$ cat src/rtl/randn_pkg.sv
// ============================================================================
//  Module  : randn_pkg
//  Brief   : Shared widths and gain format for the CLT Gaussian generator.
//  Revision: 1.0 - initial release
// ============================================================================
`default_nettype none

package randn_pkg;

    localparam int IN_W       = 8;
    localparam int N_LOG2     = 4;
    localparam int OUT_W      = 12;
    localparam int GAIN_W     = 8;
    localparam int GAIN_FRAC  = 7;
    localparam int UNITY_GAIN = 128;

endpackage : randn_pkg

`default_nettype wire

$ cat src/rtl/randn_sat.sv
// ============================================================================
//  Module  : randn_sat
//  Brief   : Combinational signed clip to OUT_W bits with clip flag.
//  Revision: 1.0 - initial release
// ============================================================================
`default_nettype none

module randn_sat #(
    parameter int DIN_W = 21,
    parameter int OUT_W = 12
) (
    input  logic signed [DIN_W-1:0] i_data,
    output logic signed [OUT_W-1:0] o_data,
    output logic                    o_sat
);

    generate
        if (DIN_W > OUT_W) begin : g_clip
            // Value fits only when all bits from the output sign bit upward agree.
            logic [DIN_W-OUT_W:0] w_top;
            logic                 w_ovf;

            assign w_top = i_data[DIN_W-1:OUT_W-1];
            assign w_ovf = !((&w_top) || !(|w_top));

            always_comb begin
                o_sat  = w_ovf;
                o_data = i_data[OUT_W-1:0];
                if (w_ovf) begin
                    o_data = {i_data[DIN_W-1], {(OUT_W-1){~i_data[DIN_W-1]}}};
                end
            end
        end else begin : g_pass
            assign o_data = OUT_W'(i_data);
            assign o_sat  = 1'b0;
        end
    endgenerate

endmodule : randn_sat

`default_nettype wire

$ cat src/rtl/randn_clt.sv
// ============================================================================
//  Module  : randn_clt
//  Brief   : Sums 2^N_LOG2 centred uniform samples, scales by gain, saturates.
//  Revision: 1.0 - initial release
// ============================================================================
`default_nettype none

module randn_clt #(
    parameter int IN_W   = randn_pkg::IN_W,
    parameter int N_LOG2 = randn_pkg::N_LOG2,
    parameter int OUT_W  = randn_pkg::OUT_W
) (
    input  logic                          clk,
    input  logic                          RESET,
    input  logic [IN_W-1:0]               in_data,
    input  logic                          in_valid,
    input  logic [randn_pkg::GAIN_W-1:0]  gain,
    output logic signed [OUT_W-1:0]       out_data,
    output logic                          out_valid,
    output logic                          out_sat
);

    import randn_pkg::*;

    localparam int SUM_W  = IN_W + N_LOG2;
    localparam int PROD_W = SUM_W + GAIN_W + 1;

    logic signed [IN_W-1:0]   w_centred;
    logic signed [SUM_W-1:0]  w_acc_next;
    logic signed [GAIN_W:0]   w_gain_s;
    logic signed [PROD_W-1:0] w_prod;
    logic signed [PROD_W-1:0] w_scaled;
    logic signed [OUT_W-1:0]  w_sat_data;
    logic                     w_sat;

    logic signed [SUM_W-1:0]  r_acc;
    logic [N_LOG2-1:0]        r_cnt;
    logic signed [SUM_W-1:0]  r_s1_sum;
    logic [GAIN_W-1:0]        r_s1_gain;
    logic                     r_s1_vld;
    logic signed [PROD_W-1:0] r_s2_val;
    logic                     r_s2_vld;

    // Offset-binary to two's complement is just an MSB flip.
    assign w_centred  = {~in_data[IN_W-1], in_data[IN_W-2:0]};
    assign w_acc_next = r_acc + SUM_W'(w_centred);

    assign w_gain_s = {1'b0, r_s1_gain};
    assign w_prod   = PROD_W'(r_s1_sum) * PROD_W'(w_gain_s);
    assign w_scaled = w_prod >>> GAIN_FRAC;

    always_ff @(posedge clk) begin
        if (RESET) begin
            r_acc     <= '0;
            r_cnt     <= '0;
            r_s1_sum  <= '0;
            r_s1_gain <= '0;
            r_s1_vld  <= 1'b0;
        end else begin
            r_s1_vld <= 1'b0;
            if (in_valid) begin
                r_cnt <= r_cnt + 1'b1;
                if (r_cnt == {N_LOG2{1'b1}}) begin
                    // Block complete: hand off the sum and restart with no gap.
                    r_s1_sum  <= w_acc_next;
                    r_s1_gain <= gain;
                    r_s1_vld  <= 1'b1;
                    r_acc     <= '0;
                end else begin
                    r_acc <= w_acc_next;
                end
            end
        end
    end

    always_ff @(posedge clk) begin
        if (RESET) begin
            r_s2_val <= '0;
            r_s2_vld <= 1'b0;
        end else begin
            r_s2_vld <= r_s1_vld;
            if (r_s1_vld) begin
                r_s2_val <= w_scaled;
            end
        end
    end

    randn_sat #(
        .DIN_W (PROD_W),
        .OUT_W (OUT_W)
    ) u_sat (
        .i_data (r_s2_val),
        .o_data (w_sat_data),
        .o_sat  (w_sat)
    );

    always_ff @(posedge clk) begin
        if (RESET) begin
            out_data  <= '0;
            out_sat   <= 1'b0;
            out_valid <= 1'b0;
        end else begin
            out_valid <= r_s2_vld;
            if (r_s2_vld) begin
                out_data <= w_sat_data;
                out_sat  <= w_sat;
            end
        end
    end

endmodule : randn_clt

`default_nettype wire

$ cat config.mk
export PLATFORM = sky130hd
export DESIGN_NAME = randn_clt
export DESIGN_NICKNAME = d
export VERILOG_FILES = /design/src/rtl/randn_pkg.sv /design/src/rtl/randn_sat.sv /design/src/rtl/randn_clt.sv
export SDC_FILE = /design/constraint.sdc
export NUM_CORES = 1
export LEC_CHECK = 0
export ABC_AREA = 0
export ABC_CLOCK_PERIOD_IN_PS = 5800
export BUFFER_PORTS_ARGS = -buffer_cell sky130_fd_sc_hd__buf_2
export CORE_MARGIN = 2
export CORE_UTILIZATION = 55
export DETAILED_ROUTE_END_ITERATION = 8
export MAX_ROUTING_LAYER = met4
export PLACE_DENSITY = 0.82
export SLEW_MARGIN = 25
export SYNTH_ARGS = -nofsm -noshare
export SYNTH_HDL_FRONTEND = slang
export SYNTH_SLANG_ARGS = --single-unit
$ cat constraint.sdc
create_clock -name clk -period 5.8 [get_ports clk]
set_input_delay 0.87 -clock clk [delete_from_list [all_inputs] [get_ports clk]]
set_output_delay 0.87 -clock clk [all_outputs]
set_load 0.02 [all_outputs]
Yosys cells after proc, flatten, opt, wreduce, memory -nomap -nowiden
Cells that the tools add are included.
- $mul: 1
- muxes and demuxes: 3
- equality and inequality tests: 1
- bitwise gates (word level): 3
- reduce and logical (&&, ||, !) cells: 7
- add/subtract/negate cells: 2
- operator list (cell ; number):
    two-way mux 12 bit ; 2
    multiplier 12 x 9 -> 21 bit ; 1
    adder 12 x 8 -> 12 bit ; 1
    AND reduction 10 bit ; 1
    OR reduction 10 bit ; 1
    adder 4 x 1 -> 4 bit, second input constant ; 1
    equality test 4 bit, second input constant ; 1
    NOT 1 bit ; 3
    zero test 1 bit ; 2
    AND reduction 2 bit ; 1
    OR reduction 2 bit ; 1
    logical OR 1 bit ; 1
    two-way mux 1 bit ; 1
- bits in registers: 66
- logic and storage cells: 27
- output and inout port bits: 14
- input port bits: 19

Depth between registers and ports, before layout
Gate-level depths: netlist of the first run.
- depth in word-level cells: 4
- gate-level depth with buffers: 19
- depth with buffers taken out: 18

By module
From an unflattened synthesis of the first run, not the netlist that was laid out.
- cells, all modules: 757
- area, all modules: 6505.0 um^2
- modules (own cells, without submodules) (module ; cells each ; area each (um^2) ; sequential area each (um^2) ; times used):
    randn_clt ; 708 ; 6202.2 ; 1321.3 ; 1
    randn_sat ; 49 ; 302.8 ; 0.0 ; 1

Worst setup path before layout of the first run
OpenSTA, ideal clock, no wires.
- path type: flip-flop to flip-flop
- start: register r_s1_gain[5]
- end: register r_s2_val[12]
- required time: 5.683 ns
- buffers on the path: 1
- arrival time: 4.433 ns
- setup time: 0.117 ns
- cell stages (with the launch flop): 19
- slack: 1.250 ns
- cells stage by stage: dfxtp_1 -> clkbuf_1 -> nand2_1 -> fa_1 -> inv_1 -> fa_1 -> fa_1 -> inv_1 -> fa_1 -> inv_1 -> ha_1 -> a21o_1 -> a21oi_1 -> a21bo_2 -> o211ai_2 -> a31oi_1 -> o21bai_1 -> xor2_1 -> a22o_1
- cells in the longest elaborated chain, start to end: 1
- ends and longest elaborated chain (element ; line ; RTL):
    start, declared ; randn_clt.sv:39 ; logic [GAIN_W-1:0] r_s1_gain;
    start signal, assigned ; randn_clt.sv:66 ; r_s1_gain <= gain;
    multiplier 12 x 9 -> 21 bit ; randn_clt.sv:49 ; assign w_prod = PROD_W'(r_s1_sum) * PROD_W'(w_gain_s);
    end signal, assigned ; randn_clt.sv:83 ; r_s2_val <= w_scaled;
    end, declared ; randn_clt.sv:41 ; logic signed [PROD_W-1:0] r_s2_val;
No other way between the ends.
A chain may end at the register's enable or synchronous reset.

Worst setup path in the final report of the first run
- start: register r_s1_gain[0]
- end: register r_s2_val[12]
Same word-level chain as after synthesis.

==> results.ini, run 1 <==
[finish]
syn2layout_area_growth_pct=7.30
fin_util=0.610
stdcell_count=885
n_fill_cell=889
drive_above_1_share=0.0819
diodes=0
nNetsFinal=887

[synthesis]
syn_area_sq_um=6190
synth-seq-area-share=0.213
synth-edff-count=0
synthFlopType=dfxtp_1
postSynthAreaPerCell_sq_um=8.48
synth_seq_cells=66
synth_most_common_cell=inv_1
synth_nets=877
synth_cell_types=48
ys_async_sr_fraction=0
yosys.area.top_type_share=0.252
ys_top_cells_by_area=fa_1 (25%), dfxtp_1 (21%), ha_1 (10%)
synth.yosys.warnings=0
synth_cells=730
synth_top_area_cell=fa_1
synthTopCellsByCount=inv_1 (123), nand2_1 (103), fa_1 (78), dfxtp_1 (66), nor2_1 (55)

[setup_path]
rr_startpoint=r_s1_gain[0]$_SDFFE_PP0P_
cp_data_arrival_time_ps=5120
rr_endpoint=r_s2_val[12]$_SDFFE_PP0P_
critPathRequiredTime_ps=6050
cp_max_fo=12
r2r.worst_path.cells=16
startpoint_type=flip-flop
endpoint_kind=flip-flop
critPathLaunch=r_s1_gain[0]$_SDFFE_PP0P_
reg2reg_slack_ps=930
crit_type=flip-flop to flip-flop
worstSetupEndpoint=r_s2_val[12]$_SDFFE_PP0P_

[global_route]
grt_max_degree=68
grt_overflow=0
antenna_found_initial=0
grt_pass1_wl_um=23600
track_usage=0.256
grt_pass1_vias=5103

[die]
fp.dieW_um=110
initial_core_util=0.568
row_count=38
fp.dieArea_sq_um=12100
ioPinCount=33
die_h_um=110
core_sq_um=10900

[sta]
skew_ps=12.2
min_period_over_period=0.840
fin_ws_ps=929
tightest_slew_ps=911
setup_viol=0
rsz0062_at_grt=false
hold_viol=0
min_period_ps=4870
clock.fmax_mhz=205
fin_setup_tns_ps=0
slew_headroom=0.391
final_max_slew_viol_count=0

[routing]
drtAntennaViolNets=0
vias=4856
vias_per_cell=5.49
drc=0
finalWirelength_um=13200
wl_per_cell_um=14.9
drt_iter0_drc=214
first_pass_iters=6

[clock_network]
h-tree-depth=3
cts_tree=yes
insertion_delay_ps=350
postCtsResizedCells=0
cts_hold_buf=0
ctsLongestPathBuffers=2
path_clk_slew_ps=80
clock-sinks=66
cts-root-buf=clkbuf_8
postCtsSetupRepairBufs=0
numCtsBuffers=9

[placed_design]
dp_hpwl_um=10400
dp_cells=869
gp_congestion=0.925
pre_cts_ws_ps=958
portBuffers=32

[hold_path]
hp-class=flip-flop to flip-flop
min_path_cells=2

[power_and_ir_drop]
ir_drop_uv=165
total_leakage_power_nw=3.23
powerDensity_nw_per_um2=157

[outcome]
outcome=complete, no violations

[flow_run]
maxCapViolCount=0

## critical path, cell delays in order (launching register included)
cell	delay, ps
dfxtp_1	580
nand2_1	220
fa_1	670
fa_1	540
inv_1	50
fa_1	470
inv_1	50
fa_1	530
inv_1	40
ha_1	360
a21oi_1	210
a21bo_2	180
o211ai_2	120
a31oi_1	280
o21bai_1	120
xor2_1	150
a22o_1	200
## logic make-up (layout without fill, tap and decap cells)
| kind of cell | Yosys count | in the layout | synth area share |
|---|---|---|---|
| buffers and inverters | 158 | 173 | 0.0958 |
| DFF | 66 | 66 | 0.213 |
| and+or+nand+nor | 249 | 249 | 0.184 |
| adders and majority gates | 128 | 128 | 0.353 |
| AOI/OAI and AO/OA | 89 | 89 | 0.0918 |
| muxes | 12 | 12 | 0.0194 |
| xor gates and xnor gates | 28 | 28 | 0.0418 |
## sequential cells by signal (all words and copies together) (netlist names)
register   flops
r_s2_val      14
r_s2_vld       1
r_acc         12
out_sat        1
r_s1_sum      12
r_s1_vld       1
out_valid      1
r_cnt          4
out_data      12
r_s1_gain      8
## metal layers
metal / vias to the layer above / wire (um) / global-route usage
li1: 2297 / - / -
met1: 2403 / 5620 / 0.322
met2: 143 / 6860 / 0.448
met3: 13 / 628 / 0.0341
met4: 0 / 108 / 0.0434
met5: - / 0 / -
## through the flow
stage          cell area, sq um  power, mW  hold WS [ps]
6_report                   6640       1.04           475
5_1_grt                    6640       1.08           502
4_1_cts                    6640       1.05           479
3_5_place_dp               6410      0.600           462
3_3_place_gp               6410      0.592           459
2_1_floorplan              6190      0.571           448
## power by group
group / leakage (nW) / total, mW / internal [mW] / switching, mW
logic: 2.58 / 0.119 / 0.0517 / 0.0678
registers: 0.534 / 0.472 / 0.464 / 0.00794
clock network: 0.109 / 0.451 / 0.255 / 0.197
## worst min path at each step
stage	slack (ps)	startpoint	end
2_1_floorplan	450	r_s1_gain[0]$_SDFFE_PP0P_	r_s1_gain[0]$_SDFFE_PP0P_
4_1_cts	480	out_data[0]$_SDFFE_PP0P_	out_data[0]$_SDFFE_PP0P_
3_5_place_dp	460	out_data[0]$_SDFFE_PP0P_	out_data[0]$_SDFFE_PP0P_
3_3_place_gp	460	out_data[9]$_SDFFE_PP0P_	out_data[9]$_SDFFE_PP0P_
6_report	480	out_data[6]$_SDFFE_PP0P_	out_data[6]$_SDFFE_PP0P_
5_1_grt	500	out_data[6]$_SDFFE_PP0P_	out_data[6]$_SDFFE_PP0P_
## cell type report
class / instances / area [sq um] / share of cell area
Tap cell: 140 / 175 / 0.0264
Sequential cell: 66 / 1320 / 0.199
Clock inverter: 6 / 88.8 / 0.0134
Clock buffer: 10 / 138 / 0.0207
Multi-Input combinational cell: 506 / 4280 / 0.645
Timing Repair Buffer: 34 / 175 / 0.0264
Inverter: 123 / 462 / 0.0695
## placed cells by master, fill, tap and decap left out, types with 2 or more instances in the layout
cell type / instances
a31oi_1: 5
o21ai_0: 8
bufinv_16: 2
buf_4: 2
nand4_1: 7
a22o_1: 2
dfxtp_1: 66
xnor2_1: 20
clkinvlp_4: 2
a21oi_1: 37
a21o_1: 4
nor2_1: 55
xor2_1: 7
o21a_1: 4
o21ai_1: 3
o211ai_1: 2
mux2i_1: 12
and2_2: 3
nand3_1: 6
nor3_1: 19
clkbuf_8: 10
nor2b_1: 8
buf_2: 32
ha_1: 50
nand2_1: 103
inv_1: 123
o21bai_1: 3
and2_1: 40
a22oi_1: 8
fa_1: 78
No activity file was read; power rests on OpenSTA's default activity.
==> run 2, diff against run 1 <==
--- a/config.mk
+++ b/config.mk
@@ -5,14 +5,14 @@
 export SDC_FILE = /design/constraint.sdc
 export NUM_CORES = 1
 export LEC_CHECK = 0
-export ABC_AREA = 0
-export ABC_CLOCK_PERIOD_IN_PS = 5800
+export ABC_AREA = 1
+export ABC_CLOCK_PERIOD_IN_PS = 4300
 export BUFFER_PORTS_ARGS = -buffer_cell sky130_fd_sc_hd__buf_2
 export CORE_MARGIN = 2
 export CORE_UTILIZATION = 55
 export DETAILED_ROUTE_END_ITERATION = 8
 export MAX_ROUTING_LAYER = met4
-export PLACE_DENSITY = 0.82
+export PLACE_DENSITY = 0.85
 export SLEW_MARGIN = 25
 export SYNTH_ARGS = -nofsm -noshare
 export SYNTH_HDL_FRONTEND = slang
==> constraint.sdc (replaced) <==
create_clock -name clk -period 4.3 [get_ports clk]
set_input_delay 0.645 -clock clk [delete_from_list [all_inputs] [get_ports clk]]
set_output_delay 0.645 -clock clk [all_outputs]
set_load 0.02 [all_outputs]
==> results.ini, run 2 <==
[outcome]
outcome=complete, no violations  ; unchanged

[power_and_ir_drop]
p_total_mw=1.55  ; was 1.04 mW
ir_drop_uv=292  ; was 165 uV
powerDensity_nw_per_um2=201  ; was 157 nW/um^2
total_leakage_power_nw=4.26  ; was 3.23 nW

[flow_run]
maxCapViolCount=0  ; unchanged

[synthesis]
yosys.area_share.simple=0.199  ; was 0.184
synthFlopType=dfxtp_1  ; unchanged
ys_async_sr_fraction=0  ; unchanged
yosys.area.top_type_share=0.234  ; was 0.252
synth-compound-area-share=0.110  ; was 0.0918
yosys-mux-area-fraction=0  ; was 0.0194
synthTopCellsByCount=inv_1 (212), nand2_1 (190), nor2_1 (84), fa_1 (78), dfxtp_1 (66)  ; was inv_1 (123), nand2_1 (103), fa_1 (78), dfxtp_1 (66), nor2_1 (55)
syn_area_sq_um=6680  ; was 6190 sq um
synth_most_common_cell=inv_1  ; unchanged
synth-seq-area-share=0.198  ; was 0.213
synth_seq_cells=66  ; unchanged
synth-edff-count=0  ; unchanged
synth-xor-area-share=0.0210  ; was 0.0418
ys_top_cells_by_area=fa_1 (23%), dfxtp_1 (20%), inv_1 (12%)  ; was fa_1 (25%), dfxtp_1 (21%), ha_1 (10%)
synth_nets=1066  ; was 877
synth.yosys.warnings=0  ; unchanged
postSynthAreaPerCell_sq_um=7.27  ; was 8.48 sq um
synth_cell_types=37  ; was 48
synth_top_family_by_area=adder cells  ; unchanged
synth-adder-area-share=0.327  ; was 0.353
synth_top_area_cell=fa_1  ; unchanged
synth_cells=919  ; was 730

[clock_network]
clock-sinks=66  ; unchanged
ctsLongestPathBuffers=2  ; unchanged
cts_tree=yes  ; unchanged
insertion_delay_ps=340  ; was 350 ps
path_clk_slew_ps=50  ; was 80 ps
h-tree-depth=3  ; unchanged
cts_hold_buf=0  ; unchanged
cts-root-buf=clkbuf_16  ; was clkbuf_8
numCtsBuffers=9  ; unchanged

[die]
ioPinCount=33  ; unchanged
row_count=40  ; was 38
fp.dieArea_sq_um=13000  ; was 12100 sq um
initial_core_util=0.561  ; was 0.568
fp.dieW_um=114  ; was 110 um
core_sq_um=11900  ; was 10900 sq um
die_h_um=114  ; was 110 um

[routing]
wl_per_cell_um=14.0  ; was 14.9 um
drc=0  ; unchanged
vias=5800  ; was 4856
first_pass_iters=5  ; was 6
drtAntennaViolNets=0  ; unchanged
drt_iter0_drc=358  ; was 214
finalWirelength_um=15600  ; was 13200 um
vias_per_cell=5.19  ; was 5.49

[setup_path]
cp_max_fo=6  ; was 12
endpoint_kind=flip-flop  ; unchanged
r2r.worst_path.cells=20  ; was 16
startpoint_type=flip-flop  ; unchanged
crit_type=flip-flop to flip-flop  ; unchanged
critPathRequiredTime_ps=4540  ; was 6050 ps
cp_data_arrival_time_ps=4440  ; was 5120 ps

[sta]
setup_viol=0  ; unchanged
min_period_over_period=0.977  ; was 0.840
hold_viol=0  ; unchanged
min_period_ps=4200  ; was 4870 ps
fin_setup_tns_ps=0  ; unchanged
final_max_slew_viol_count=0  ; unchanged
clock.fmax_mhz=238  ; was 205 MHz
tightest_slew_ps=862  ; was 911 ps
holdWs_ps=462  ; was 475 ps
slew_headroom=0.424  ; was 0.391
skew_ps=6.19  ; was 12.2 ps
fin_ws_ps=98.9  ; was 929 ps

[placed_design]
portBuffers=32  ; unchanged
dp_hpwl_um=11700  ; was 10400 um
gp_congestion=0.953  ; was 0.925
placed_area_sq_um=7130  ; was 6410 sq um
dp_cells=1095  ; was 869
pre_cts_ws_ps=-43.9  ; was 958 ps

[global_route]
grt_max_degree=40  ; was 68
grt_pass1_wl_um=26000  ; was 23600 um
grt_pass1_vias=5749  ; was 5103
track_usage=0.259  ; was 0.256
grt_overflow=0  ; unchanged
antenna_found_initial=1  ; was 0

[finish]
stdcell_count=1117  ; was 885
largest_reg_flops=14  ; unchanged
regMostFlops=r_s2_val  ; unchanged
nNetsFinal=1113  ; was 887
mostFrequentLayoutCells=inv_1 (209), nand2_1 (183), nor2_1 (82)  ; was inv_1 (123), nand2_1 (103), fa_1 (78)
n_fill_cell=947  ; was 889
layout_commonest_cell=inv_1  ; unchanged
fin_area_sq_um=7700  ; was 6640 sq um
syn2layout_area_growth_pct=15.2  ; was 7.30%
drive_above_1_share=0.166  ; was 0.0819
fin_util=0.646  ; was 0.610

[hold_path]
min_path_cells=2  ; unchanged
hp-class=flip-flop to flip-flop  ; unchanged

run 2: changes by cell type after synthesis, moves of 12 or more:
| cell | previous run | this run |
|---|---|---|
| nand3_1 | 6 | 21 |
| and2_1 | 40 | 1 |
| mux2i_1 | 12 | 0 |
| nand2_1 | 103 | 190 |
| nor2_1 | 55 | 84 |
| inv_1 | 123 | 212 |
| o21ai_0 | 9 | 45 |
run 2: kinds of logic (layout without fill, tap and decap cells):
| logic type | Yosys count | in the layout |
|---|---|---|
| simple gates | 325 | 325 |
| buf+inv | 253 | 303 |
| compound gates | 131 | 131 |
| fa+ha+maj | 128 | 128 |
| flops | 66 | 66 |
| xor+xnor | 16 | 16 |
| other cells | 0 | 1 |
run 2: worst paths after layout:
path / startpoint / to / slack [ps]
max: r_s1_sum[11]$_SDFFE_PP0P_ / r_s2_val[12]$_SDFFE_PP0P_ / 100
min: out_data[11]$_SDFFE_PP0P_ / out_data[11]$_SDFFE_PP0P_ / 460
max reg2reg: r_s1_sum[11]$_SDFFE_PP0P_ / r_s2_val[12]$_SDFFE_PP0P_ / 100
min reg2reg: out_data[11]$_SDFFE_PP0P_ / out_data[11]$_SDFFE_PP0P_ / 460
run 2: layout make-up:
| type | instances | area [sq um] | share of cell area |
|---|---|---|---|
| Sequential cell | 66 | 1360 | 0.176 |
| Timing Repair Buffer | 74 | 487 | 0.0632 |
| Tap cell | 147 | 184 | 0.0239 |
| Clock buffer | 12 | 256 | 0.0333 |
| Antenna cell | 1 | 2.50 | 0.000325 |
| Multi-Input combinational cell | 600 | 4570 | 0.593 |
| Inverter | 215 | 807 | 0.105 |
| Clock inverter | 2 | 37.5 | 0.00487 |
run 2: power by group:
group          switching [mW]  internal, mW  total, mW  leakage [nW]
Sequential            0.00879         0.623      0.632         0.545
Clock                   0.269         0.474      0.743         0.141
Combinational           0.108        0.0624      0.170          3.57
Total                   0.386          1.16       1.55          4.26
run 2: worst max-delay path, cell delays in order (launching register included):
cell     delay [ps]
dfxtp_4         360
nand2_1         120
buf_4           140
inv_1            50
fa_1            510
fa_1            450
fa_1            570
inv_1            60
fa_1            540
inv_1            70
ha_4            290
nand2_1          60
nand2_1         100
inv_2            50
o21a_1          210
nor2_1          140
nor3_2           60
nand3_1          70
nand3_1          80
nand2_1         110
inv_1            40
run 2: per-layer routing:
metal / wire length [um] / vias to the layer above / track usage
li1: - / 2849 / -
met1: 6630 / 2735 / 0.323
met2: 7720 / 185 / 0.434
met3: 965 / 31 / 0.0529
met4: 314 / 0 / 0.0634
met5: 0 / - / -
run 2: timing repair:
item | 4_1_cts | 5_1_grt
endpoints found under the setup margin | 5 | 11
setup buffers | 0 | 7
gates resized for setup | 3 | 63
endpoints found under the hold margin | 0 | 0
gates cloned | 0 | 0
pin swaps | 0 | 17
